[config.mk]
export PLATFORM = sky130hd
export DESIGN_NAME = lut_lookup_arbiter_flat
export DESIGN_NICKNAME = d
export VERILOG_FILES = /design/src/rtl/lut_lookup_arbiter_pkg.sv /design/src/rtl/lut_lookup_arbiter_if.sv /design/src/rtl/lut_lookup_arbiter_match.sv /design/src/rtl/lut_lookup_arbiter.sv /design/src/flat_wrapper.sv
export SDC_FILE = /design/constraint.sdc
export NUM_CORES = 1
export LEC_CHECK = 0
export CAP_MARGIN = 30
export CORE_AREA = 5 5 134 124
export CTS_CLUSTER_SIZE = 10
export DETAILED_ROUTE_END_ITERATION = 10
export DIE_AREA = 0 0 139 129
export PLACE_DENSITY = 0.79
export SYNTH_ARGS = -nofsm -noshare
export SYNTH_HDL_FRONTEND = slang
export SYNTH_SLANG_ARGS = --single-unit
[constraint.sdc]
create_clock -name clk -period 5.3 [get_ports clk]
set_input_delay 1.06 -clock clk [delete_from_list [all_inputs] [get_ports clk]]
set_output_delay 1.06 -clock clk [all_outputs]
set_load 0.03 [all_outputs]
[src/rtl/lut_lookup_arbiter_pkg.sv]
// lut_lookup_arbiter_pkg
//   Shared definitions for the lookup arbiter:
//   - state_e        : two-state sequencer (IDLE / RESP)
//   - entry_t        : table entry layout {en, key, data} at the default widths
//   - rr_next_grant  : round-robin pick of the first valid requester at or
//                      after a pointer, in circular order
package lut_lookup_arbiter_pkg;

   localparam int LUT_KEY_LEN  = 8;
   localparam int LUT_DATA_LEN = 32;
   // Upper bound on requesters supported by rr_next_grant.
   localparam int MAX_REQ      = 32;

   typedef enum logic {
      ST_IDLE = 1'b0,
      ST_RESP = 1'b1
   } state_e;

   typedef struct packed {
      logic                    en;
      logic [LUT_KEY_LEN-1:0]  key;
      logic [LUT_DATA_LEN-1:0] data;
   } entry_t;

   // Returns the first index with valid set, scanning ptr, ptr+1, ... modulo nr.
   // When nothing is valid it returns ptr; callers qualify with |valid.
   function automatic int rr_next_grant(input logic [MAX_REQ-1:0] valid,
                                        input int ptr,
                                        input int nr);
      int sel;
      int idx;
      bit found;
      sel   = ptr;
      found = 1'b0;
      for (int k = 0; k < MAX_REQ; k++) begin
         if (k < nr && !found) begin
            idx = ptr + k;
            if (idx >= nr)
               idx = idx - nr;
            if (valid[idx[4:0]]) begin
               sel   = idx;
               found = 1'b1;
            end
         end
      end
      return sel;
   endfunction

endpackage

[src/rtl/lut_lookup_arbiter_if.sv]
// lut_lookup_arbiter_if
//   Request/response bundle between requesters and the lookup arbiter.
//   req_valid/req_key/req_ready : per-requester lookup request handshake
//   rsp_valid/rsp_ready         : per-requester response handshake
//   rsp_data/rsp_hit            : shared response payload (owner = rsp_valid bit)
//   master modport: requester side; slave modport: arbiter side.
interface lut_lookup_arbiter_if #(
   parameter int NR_REQ   = 2,
   parameter int KEY_LEN  = 8,
   parameter int DATA_LEN = 32
);
   logic [NR_REQ-1:0]         req_valid;
   logic [NR_REQ*KEY_LEN-1:0] req_key;
   logic [NR_REQ-1:0]         req_ready;
   logic [NR_REQ-1:0]         rsp_valid;
   logic [NR_REQ-1:0]         rsp_ready;
   logic [DATA_LEN-1:0]       rsp_data;
   logic                      rsp_hit;

   modport master (
      output req_valid, req_key, rsp_ready,
      input  req_ready, rsp_valid, rsp_data, rsp_hit
   );

   modport slave (
      input  req_valid, req_key, rsp_ready,
      output req_ready, rsp_valid, rsp_data, rsp_hit
   );
endinterface

[src/rtl/lut_lookup_arbiter_match.sv]
// lut_match
//   Purely combinational table match.
//   Ports: en/key_tbl/data_tbl (table contents), key (lookup key)
//          -> hit (any valid entry matched), data (data of lowest matching index,
//             zero when no match; the caller applies its own default).
module lut_match #(
   parameter int NR_KEY   = 4,
   parameter int KEY_LEN  = 8,
   parameter int DATA_LEN = 32
) (
   input  logic [NR_KEY-1:0]   en,
   input  logic [KEY_LEN-1:0]  key_tbl  [NR_KEY],
   input  logic [DATA_LEN-1:0] data_tbl [NR_KEY],
   input  logic [KEY_LEN-1:0]  key,
   output logic                hit,
   output logic [DATA_LEN-1:0] data
);

   logic [NR_KEY-1:0] hit_vec;

   for (genvar gi = 0; gi < NR_KEY; gi++) begin : g_cmp
      assign hit_vec[gi] = en[gi] && (key_tbl[gi] == key);
   end

   // Scan from the top down so the lowest matching index is the last write
   // and therefore wins; data is selected, never OR-combined.
   always_comb begin
      data = '0;
      for (int i = NR_KEY - 1; i >= 0; i--) begin
         if (hit_vec[i])
            data = data_tbl[i];
      end
   end

   assign hit = |hit_vec;

endmodule

[src/rtl/lut_lookup_arbiter.sv]
// lut_lookup_arbiter
//   Runtime-programmable key->data lookup shared by NR_REQ requesters.
//   Ports: clk, rst_n (sync, active-low)
//          cfg_we/cfg_idx/cfg_en/cfg_key/cfg_data : table write port
//          default_data : miss data, captured when a request is accepted
//          bus (slave)  : request/response handshakes and response payload
//   Round-robin grant in IDLE, or chained on the response handshake in RESP;
//   each accepted request yields one registered response.
module lut_lookup_arbiter
   import lut_lookup_arbiter_pkg::*;
#(
   parameter int NR_REQ   = 2,
   parameter int NR_KEY   = 4,
   parameter int KEY_LEN  = LUT_KEY_LEN,
   parameter int DATA_LEN = LUT_DATA_LEN,
   localparam int IDX_W   = (NR_KEY > 1) ? $clog2(NR_KEY) : 1
) (
   input  logic                 clk,
   input  logic                 rst_n,
   input  logic                 cfg_we,
   input  logic [IDX_W-1:0]     cfg_idx,
   input  logic                 cfg_en,
   input  logic [KEY_LEN-1:0]   cfg_key,
   input  logic [DATA_LEN-1:0]  cfg_data,
   input  logic [DATA_LEN-1:0]  default_data,
   lut_lookup_arbiter_if.slave  bus
);

   localparam int PTR_W = (NR_REQ > 1) ? $clog2(NR_REQ) : 1;

   state_e              state_reg, state_next;
   logic [PTR_W-1:0]    rr_ptr_reg, rr_ptr_next;
   logic [PTR_W-1:0]    owner_reg;
   logic [NR_REQ-1:0]   rsp_valid_reg;
   logic [DATA_LEN-1:0] rsp_data_reg;
   logic                rsp_hit_reg;

   logic [NR_KEY-1:0]   en_reg;
   logic [KEY_LEN-1:0]  key_mem  [NR_KEY];
   logic [DATA_LEN-1:0] data_mem [NR_KEY];

   logic [PTR_W-1:0]    grant_idx;
   logic [NR_REQ-1:0]   grant_oh;
   logic                grant;
   logic                rsp_done;
   logic                cfg_ok;
   logic [KEY_LEN-1:0]  lookup_key;
   logic                match_hit;
   logic [DATA_LEN-1:0] match_data;

   assign cfg_ok     = cfg_we && (int'(cfg_idx) < NR_KEY);
   assign grant_idx  = PTR_W'(rr_next_grant(MAX_REQ'(bus.req_valid), int'(rr_ptr_reg), NR_REQ));
   assign lookup_key = bus.req_key[int'(grant_idx)*KEY_LEN +: KEY_LEN];
   // Only the owner's rsp_ready completes a response.
   assign rsp_done   = (state_reg == ST_RESP) && bus.rsp_ready[owner_reg];

   // The match sees the registered table, so a write in the grant cycle
   // only takes effect for later lookups.
   lut_match #(
      .NR_KEY   (NR_KEY),
      .KEY_LEN  (KEY_LEN),
      .DATA_LEN (DATA_LEN)
   ) u_match (
      .en       (en_reg),
      .key_tbl  (key_mem),
      .data_tbl (data_mem),
      .key      (lookup_key),
      .hit      (match_hit),
      .data     (match_data)
   );

   always_comb begin
      state_next  = state_reg;
      rr_ptr_next = rr_ptr_reg;
      grant       = 1'b0;
      grant_oh    = '0;
      // Accept when idle, or chain onto the response handshake in RESP.
      if (rst_n && (|bus.req_valid) && (state_reg == ST_IDLE || rsp_done)) begin
         grant              = 1'b1;
         grant_oh[grant_idx] = 1'b1;
         state_next         = ST_RESP;
         rr_ptr_next        = (int'(grant_idx) == NR_REQ - 1) ? '0 : grant_idx + PTR_W'(1);
      end else if (rsp_done) begin
         state_next = ST_IDLE;
      end
   end

   always_ff @(posedge clk) begin
      if (!rst_n) begin
         state_reg     <= ST_IDLE;
         rr_ptr_reg    <= '0;
         owner_reg     <= '0;
         rsp_valid_reg <= '0;
         rsp_data_reg  <= '0;
         rsp_hit_reg   <= 1'b0;
         en_reg        <= '0;
      end else begin
         state_reg  <= state_next;
         rr_ptr_reg <= rr_ptr_next;
         if (grant) begin
            owner_reg     <= grant_idx;
            rsp_valid_reg <= grant_oh;
            rsp_data_reg  <= match_hit ? match_data : default_data;
            rsp_hit_reg   <= match_hit;
         end else if (rsp_done) begin
            rsp_valid_reg <= '0;
         end
         if (cfg_ok)
            en_reg[cfg_idx] <= cfg_en;
      end
   end

   // Key/data contents are only meaningful behind en_reg, so they carry no reset.
   always_ff @(posedge clk) begin
      if (cfg_ok) begin
         key_mem[cfg_idx]  <= cfg_key;
         data_mem[cfg_idx] <= cfg_data;
      end
   end

   assign bus.req_ready = grant_oh;
   assign bus.rsp_valid = rsp_valid_reg;
   assign bus.rsp_data  = rsp_data_reg;
   assign bus.rsp_hit   = rsp_hit_reg;

endmodule

[src/flat_wrapper.sv]
// flat-port wrapper written by rule: the top's interface ports become plain ports
module lut_lookup_arbiter_flat import lut_lookup_arbiter_pkg::*;
#(
   parameter int NR_REQ   = 2,
   parameter int NR_KEY   = 4,
   parameter int KEY_LEN  = LUT_KEY_LEN,
   parameter int DATA_LEN = LUT_DATA_LEN,
   localparam int IDX_W   = (NR_KEY > 1) ? $clog2(NR_KEY) : 1
)
  (clk, rst_n, cfg_we, cfg_idx, cfg_en, cfg_key, cfg_data, default_data, bus_req_valid, bus_req_key, bus_rsp_ready, bus_req_ready, bus_rsp_valid, bus_rsp_data, bus_rsp_hit);
  lut_lookup_arbiter_if #(.NR_REQ(NR_REQ), .KEY_LEN(KEY_LEN), .DATA_LEN(DATA_LEN)) bus_i ();
  input  logic clk;
  input  logic rst_n;
  input  logic cfg_we;
  input  logic [IDX_W-1:0] cfg_idx;
  input  logic cfg_en;
  input  logic [KEY_LEN-1:0] cfg_key;
  input  logic [DATA_LEN-1:0] cfg_data;
  input  logic [DATA_LEN-1:0] default_data;
  input wire logic [$bits(bus_i.req_valid)-1:0] bus_req_valid;
  input wire logic [$bits(bus_i.req_key)-1:0] bus_req_key;
  input wire logic [$bits(bus_i.rsp_ready)-1:0] bus_rsp_ready;
  output wire logic [$bits(bus_i.req_ready)-1:0] bus_req_ready;
  output wire logic [$bits(bus_i.rsp_valid)-1:0] bus_rsp_valid;
  output wire logic [$bits(bus_i.rsp_data)-1:0] bus_rsp_data;
  output wire logic [$bits(bus_i.rsp_hit)-1:0] bus_rsp_hit;
  assign bus_i.req_valid = bus_req_valid;
  assign bus_i.req_key = bus_req_key;
  assign bus_i.rsp_ready = bus_rsp_ready;
  assign bus_req_ready = bus_i.req_ready;
  assign bus_rsp_valid = bus_i.rsp_valid;
  assign bus_rsp_data = bus_i.rsp_data;
  assign bus_rsp_hit = bus_i.rsp_hit;
  lut_lookup_arbiter #(.NR_REQ(NR_REQ), .NR_KEY(NR_KEY), .KEY_LEN(KEY_LEN), .DATA_LEN(DATA_LEN)) u_core (.clk(clk), .rst_n(rst_n), .cfg_we(cfg_we), .cfg_idx(cfg_idx), .cfg_en(cfg_en), .cfg_key(cfg_key), .cfg_data(cfg_data), .default_data(default_data), .bus(bus_i));
endmodule
# Word level (Yosys, flattened, before mapping)
# Cells that the tools add are included.
word_totals:
  ff_bits: 202
  output_inout_bits: 37
op_classes:
  n_eq_ne: 4
  n_shift: 1
  n_reduce_logical: 15
  addsub: 4
  n_lt_le_gt_ge: 11
  mux: 36
  bitwise: 2
op_table:
  columns: ["operator", "count"]
  rows:
  - ["32-bit two-way mux", 6]
  - ["128-bit bitwise mux", 1]
  - ["32-bit demux with 2-bit select", 1]
  - ["32-bit bitwise mux", 1]
  - ["8-bit == test", 4]
  - ["32-bit by 3-bit >= comparator with 1-bit output, second input constant", 1]
  - ["8-bit demux with 2-bit select", 1]
  - ["16-bit by 5-bit indexed part select with 8-bit output", 1]
  - ["5-bit two-way mux", 3]
  - ["1-bit two-way mux", 14]
  - ["5-bit by 6-bit less-than comparator with 1-bit output, second input constant", 2]
  - ["1-bit binary-select mux with 5-bit select", 2]
  - ["1-bit logical AND", 10]
  - ["8-bit two-way mux", 1]
  - ["2-bit two-way mux", 3]
  - ["4-bit bitwise mux", 1]
  - ["1-bit by 2-bit less-than comparator with 1-bit output, second input constant", 2]
  - ["2-bit nonzero test", 2]
  - ["4-bit OR reduction", 1]
  - ["3-bit >= comparator, second input constant", 1]
  - ["2-bit by 3-bit less-than comparator with 1-bit output, second input constant", 1]
  - ["3-bit by 1-bit less-than comparator with 1-bit output, second input constant", 1]
  - ["2-bit inverter with 3-bit output", 1]
  - ["1-bit by 2-bit subtractor with 3-bit output, second input constant", 1]
  - ["11 further kinds", 11]

# Logic depth before layout (Yosys ltp)
logic_depth:
  ltp_word: 18
  ltp_mapped: 11
  mapped_depth_nobuf: 9

# By module
# Synthesis repeated with hierarchy kept, for this count alone.
unflattened:
  hier_cells: 657
  area_unflattened_um2: 8785.9
by_module_without_submodules:
  columns: ["mod", "seq_area_each_um2", "cells_each", "area_each_um2", "instances"]
  rows:
  - ["lut_lookup_arbiter", 5645.4, 359, 6897.9, 1]
  - ["lut_match", 0.0, 298, 1888.1, 1]

# Worst setup path before layout
# OpenSTA, ideal clock, no wires.
synth_path:
  path_type: "input to register"
  from: "input cfg_idx[1]"
  to: "register u_core.en_reg[0]"
  required_ns: 5.173
  stages: 3
  setup_slack_ns: 0.610
  arrival_time_ns: 4.562
  setup_time_ns: 0.127
  cell_sequence: "nor3b_1 mux2i_1 nor2_1"
synth_via:
  elab_chain_cells: 5
  elab_cells_between_ends: 6
  cone_classes: "order compare: 2; mux: 3; reduce/logical: 1"
synth_lines:
  columns: ["item", "line_no", "source"]
  rows:
  - ["from (decl)", "flat_wrapper.sv:15", "input logic [IDX_W-1:0] cfg_idx;"]
  - ["2-bit by 3-bit less-than comparator with 1-bit output (not written as such) or 2-bit by 1-bit >= comparator with 1-bit output (tied branches)", "lut_lookup_arbiter.sv:109", "en_reg[cfg_idx] <= cfg_en;"]
  - ["1-bit logical AND (not written as such)", "lut_lookup_arbiter.sv:109", null]
  - ["1-bit two-way mux (not written as such)", "lut_lookup_arbiter.sv:109", null]
  - ["1-bit demux with 2-bit select (*)", null, null]
  - ["4-bit bitwise mux (*)", "lut_lookup_arbiter.sv:109", null]
  - ["to (signal, indexed assignment)", "lut_lookup_arbiter.sv:109", null]
  - ["to (decl)", "lut_lookup_arbiter.sv:38", "logic [NR_KEY-1:0] en_reg;"]
# Mark *: on every way between the ends. The rest lies on a longest branch, timed or not.
# A chain may end at the register's enable or synchronous reset.

# Worst setup path after layout
layout_path:
  from: "input bus_req_valid[0]"
  to: "output bus_req_ready[0]"
layout_via:
  elab_chain_cells: 10
  elab_cells_between_ends: 17
  cone_classes: "order compare: 2; mux: 11; reduce/logical: 4"
layout_lines:
  columns: ["item", "line_no", "source"]
  rows:
  - ["from (decl)", "flat_wrapper.sv:20", "input wire logic [$bits(bus_i.req_valid)-1:0] bus_req_valid;"]
  - ["1-bit binary-select mux with 5-bit select", "lut_lookup_arbiter_pkg.sv:40", "if (valid[idx[4:0]]) begin"]
  - ["1-bit two-way mux (not written as such)", "lut_lookup_arbiter_pkg.sv:40", null]
  - ["1-bit two-way mux (2 in a row)", "lut_lookup_arbiter_pkg.sv:40", null]
  - ["1-bit two-way mux", "lut_lookup_arbiter_pkg.sv:36", "if (k < nr && !found) begin"]
  - ["1-bit by 2-bit less-than comparator with 1-bit output (not written as such) or 1-bit >= comparator (tied branches)", "lut_lookup_arbiter.sv:80", "grant_oh[grant_idx] = 1'b1;"]
  - ["1-bit logical AND (not written as such)", "lut_lookup_arbiter.sv:80", null]
  - ["1-bit two-way mux (not written as such)", "lut_lookup_arbiter.sv:80", null]
  - ["1-bit demux with 1-bit select", null, null]
  - ["2-bit two-way mux (*)", "lut_lookup_arbiter.sv:78", "if (rst_n && (|bus.req_valid) && (state_reg == ST_IDLE || rsp_done)) begin"]
  - ["to (decl)", "flat_wrapper.sv:23", "output wire logic [$bits(bus_i.req_ready)-1:0] bus_req_ready;"]
# Mark *: on every way between the ends. The rest lies on a longest branch, timed or not. The select of a mux whose other input is x is not followed.

==> reports/results.ini <==
[run_status]
status=finished, final reports clean

[clocking]
clk_root_buffer_cell=sky130_fd_sc_hd__clkbuf_16
cts.sink_count=202
cts_hold_buf=0
clock_tree.htree_level_count=1
worst_setup_hold_path_clk_slew_ps=50
cts-root-to-sink-buffers=3
cts_made_buffers=24
cts_resized=0
worst_skew_pair.late_latency_ps=490
tritoncts_clock_tree=built
post-cts-setup-buffer-count=0

[timing]
maxSlewHeadroom_pct=36.30
fin_crit_sh_pct=79.27
max_freq_mhz=238.0
report.final.slew_viol_count=0
grt_setup_unrepaired=no
worst_clock_skew_ps=10.98
tightest_slew_ps=953.3
fin_setup_tns_ps=0
holdWs_ps=465.2
period_needed_ps=4201
timing.final.hold_violations=0
setup_viol=0

[synthesis]
synth-edff-count=160
synthesis.area_um2=7797
synth.yosys.seq_area_share_pct=72.40
synth_top_cell_area_share_pct=61.62
synth.lib_cells_used.distinct=45
async_flop_share_pct=0
synth_cells=491
ys.flop_type=sky130_fd_sc_hd__edfxtp_1
synth_area_per_cell_um2=15.88
post_synthesis_net_count=589
synth.area.top_cells=sky130_fd_sc_hd__edfxtp_1, sky130_fd_sc_hd__dfxtp_1, sky130_fd_sc_hd__xnor2_1
synth-warning-count=0
synth.largest_area_cell=sky130_fd_sc_hd__edfxtp_1
ys_seq_elements=202

[setup_path]
critical-path-slowest-cell=sky130_fd_sc_hd__clkdlybuf4s50_1
timing.rr.start=u_core.rr_ptr_reg
timing.rr.end=u_core.bus.rsp_data[16]
worstSetupPathDepth=5
r2r_cells=10
worst-setup-path-type=input pin to primary output
wp_data_required_ps=4240
worst_path_largest_cell_delay_ps=690
crit_top_cell=sky130_fd_sc_hd__clkdlybuf4s50_1
critical_path.startpoint_type=input pin
crit_buf_inv=2
crit_path_end_kind=primary output
timing.critical_path.cells=clkdlybuf4s50_1, o21ai_0, a21oi_1, and2_1, clkdlybuf4s50_1
cell_type_group_with_the_largest_total_delay_on_the_critical_path=buffers and inverters
critPathCapture=bus_req_ready[0]
setup.reg_to_reg.worst_slack_ps=1980
startpoint=bus_req_valid[0]
worstPathArrival_ps=3140
timing.critical_path.fanout_max=6

[route]
post_drt_wl_per_cell_um=21.55
drt.antenna.violating_nets=0
initial_drc_count=416
routed-via-count=4889
post_drt_via_cell_ratio=5.698
drt-pass1-iter-count=5
detail_route.drc_violations=0
wirelength_mm=18.49

[global_route]
gr-usage-all-layers_pct=20.19
grt_pass1_vias=5237
most_used_layer_global_route=met2
grt_start_max_net_pins=42
antenna_found_initial=0
grt_first_pass_wirelength_mm=28.52
grt_use_met1_pct=26.27
grt.overflow.total=0
use_met3_pct=4.274
use_met2_pct=35.28

[floorplanning]
core_region_area_um2=15060
row_count=43
design.die.area_um2=17930
design.portCount=135
die_height_um=129
floorplan.initialDensity_pct=51.76
floorplan.die.width_um=139

[power_and_ir_drop]
totalPowerFinal_w=0.003702
switching_share_pct=21.77
clock_power_share_pct=40.3
power_frac_comb_pct=9.9
max-vdd-ir-drop_mv=0.2292
power.net_switching_w=0.0008060
internal_power_w=0.002896
seq_power_share_pct=49.7
leakagePower_nw=3.333
power_per_cell_area_nw_per_um2=365.1

[place]
port-buffer-count=134
gpl.final_weighted_congestion=0.8290
place.detailed.hpwl_mm=11.43

[final_layout]
finish.net_count=737
mostFrequentLayoutCell=sky130_fd_sc_hd__edfxtp_1
layout-area-overhead-vs-synth_pct=30.04
most-common-layout-cells=sky130_fd_sc_hd__edfxtp_1, sky130_fd_sc_hd__clkdlybuf4s50_1, sky130_fd_sc_hd__dfxtp_1, sky130_fd_sc_hd__a22oi_1, sky130_fd_sc_hd__xnor2_1
share_of_layout_cells_above_drive_strength_1_pct=12.50
largest_reg_flops=128
antenna_cells=0
sequential_cell_area_um2=5645
fillers=1013
multi_input_comb_area_um2=2031

[flow_run]
maxCapViolCount=0

[hold_path]
timing.hold.worst_path_depth=2
worstHoldPathType=register to register

how the worst min path moves through the flow:
| stage | startpoint | end | slack, ps |
|---|---|---|---|
| 4_1_cts | u_core.data_mem[106] | u_core.bus.rsp_data[10] | 470 |
| 6_report | u_core.data_mem[121] | u_core.bus.rsp_data[25] | 470 |
| 2_1_floorplan | u_core.data_mem[96] | u_core.bus.rsp_data[0] | 440 |
| 3_3_place_gp | u_core.data_mem[99] | u_core.bus.rsp_data[3] | 440 |
| 5_1_grt | u_core.data_mem[101] | u_core.bus.rsp_data[5] | 480 |
| 3_5_place_dp | u_core.data_mem[101] | u_core.bus.rsp_data[5] | 460 |
metal layers:
metal | share of wire, % | routed length (µm)
met4 | 1.2 | 225
met5 | 0 | 0
met2 | 50 | 9272
met3 | 7.5 | 1391
met1 | 41 | 7603
cell usage after synthesis, types with 4 or more instances:
master / count
sky130_fd_sc_hd__edfxtp_1: 160
sky130_fd_sc_hd__mux2i_2: 4
sky130_fd_sc_hd__and2_0: 20
sky130_fd_sc_hd__dfxtp_1: 42
sky130_fd_sc_hd__o22ai_1: 23
sky130_fd_sc_hd__nand2_1: 10
sky130_fd_sc_hd__o31ai_1: 23
sky130_fd_sc_hd__a211oi_1: 24
sky130_fd_sc_hd__a22oi_1: 31
sky130_fd_sc_hd__clkbuf_1: 11
sky130_fd_sc_hd__buf_2: 9
sky130_fd_sc_hd__o21ai_0: 6
sky130_fd_sc_hd__mux2i_4: 4
sky130_fd_sc_hd__nor2_1: 14
sky130_fd_sc_hd__and2_1: 4
sky130_fd_sc_hd__o21ai_1: 8
sky130_fd_sc_hd__xor2_1: 4
sky130_fd_sc_hd__or2_2: 8
sky130_fd_sc_hd__a21oi_1: 5
sky130_fd_sc_hd__mux2_4: 6
sky130_fd_sc_hd__xnor2_1: 27
sky130_fd_sc_hd__mux2i_1: 4
sky130_fd_sc_hd__inv_1: 6
sky130_fd_sc_hd__o221ai_2: 6
power groups by stage:
| stage | Sequential (W) | Clock, W | Combinational, W |
|---|---|---|---|
| finish | 0.00184 | 0.00149 | 0.000367 |
| global route | 0.00185 | 0.00158 | 0.000390 |
| CTS | 0.00184 | 0.00152 | 0.000370 |
| detailed placement | 0.00187 | 0 | 0.000368 |
| global placement | 0.00187 | 0 | 0.000356 |
| floorplan | 0.00191 | 0 | 0.000138 |
kinds of logic (layout without fill, tap and decap cells):
kind of cell / Yosys count / after routing / share of synthesized area (%)
compound gates: 134 / 134 / 12.79
xor+xnor: 31 / 31 / 3.482
fa+ha+maj: 1 / 1 / 0.1444
buf+inv: 31 / 196 / 1.974
flops: 202 / 202 / 72.40
mux: 20 / 20 / 3.819
simple gates: 72 / 72 / 5.392
tightest hold or removal path, delay by kind of cell, from the launching register on:
| family | cells | cell delay (ps) |
|---|---|---|
| AOI/OAI and AO/OA | 2 | 120 |
| DFF | 1 | 320 |
layout make-up:
class / count / share of cell area [%]
clock buffer: 43 / 7.145
inverter: 6 / 0.2221
multi-input combinational: 258 / 20.03
sequential: 202 / 55.68
tap: 202 / 2.493
timing repair buffer: 147 / 14.44
per-stage QoR:
stage / instances / worst slack [ps] / util, % / cell area, µm²
detailed placement: 815 / 774.4 / 62.50 / 9415
CTS: 858 / 1102 / 67.31 / 10140
global placement: 813 / 867.4 / 62.23 / 9375
global route: 858 / 980.5 / 67.31 / 10140
finish: 858 / 1099 / 67.31 / 10140
floorplan: 491 / 610.3 / - / 7797
(Power assumes the default switching activity.)
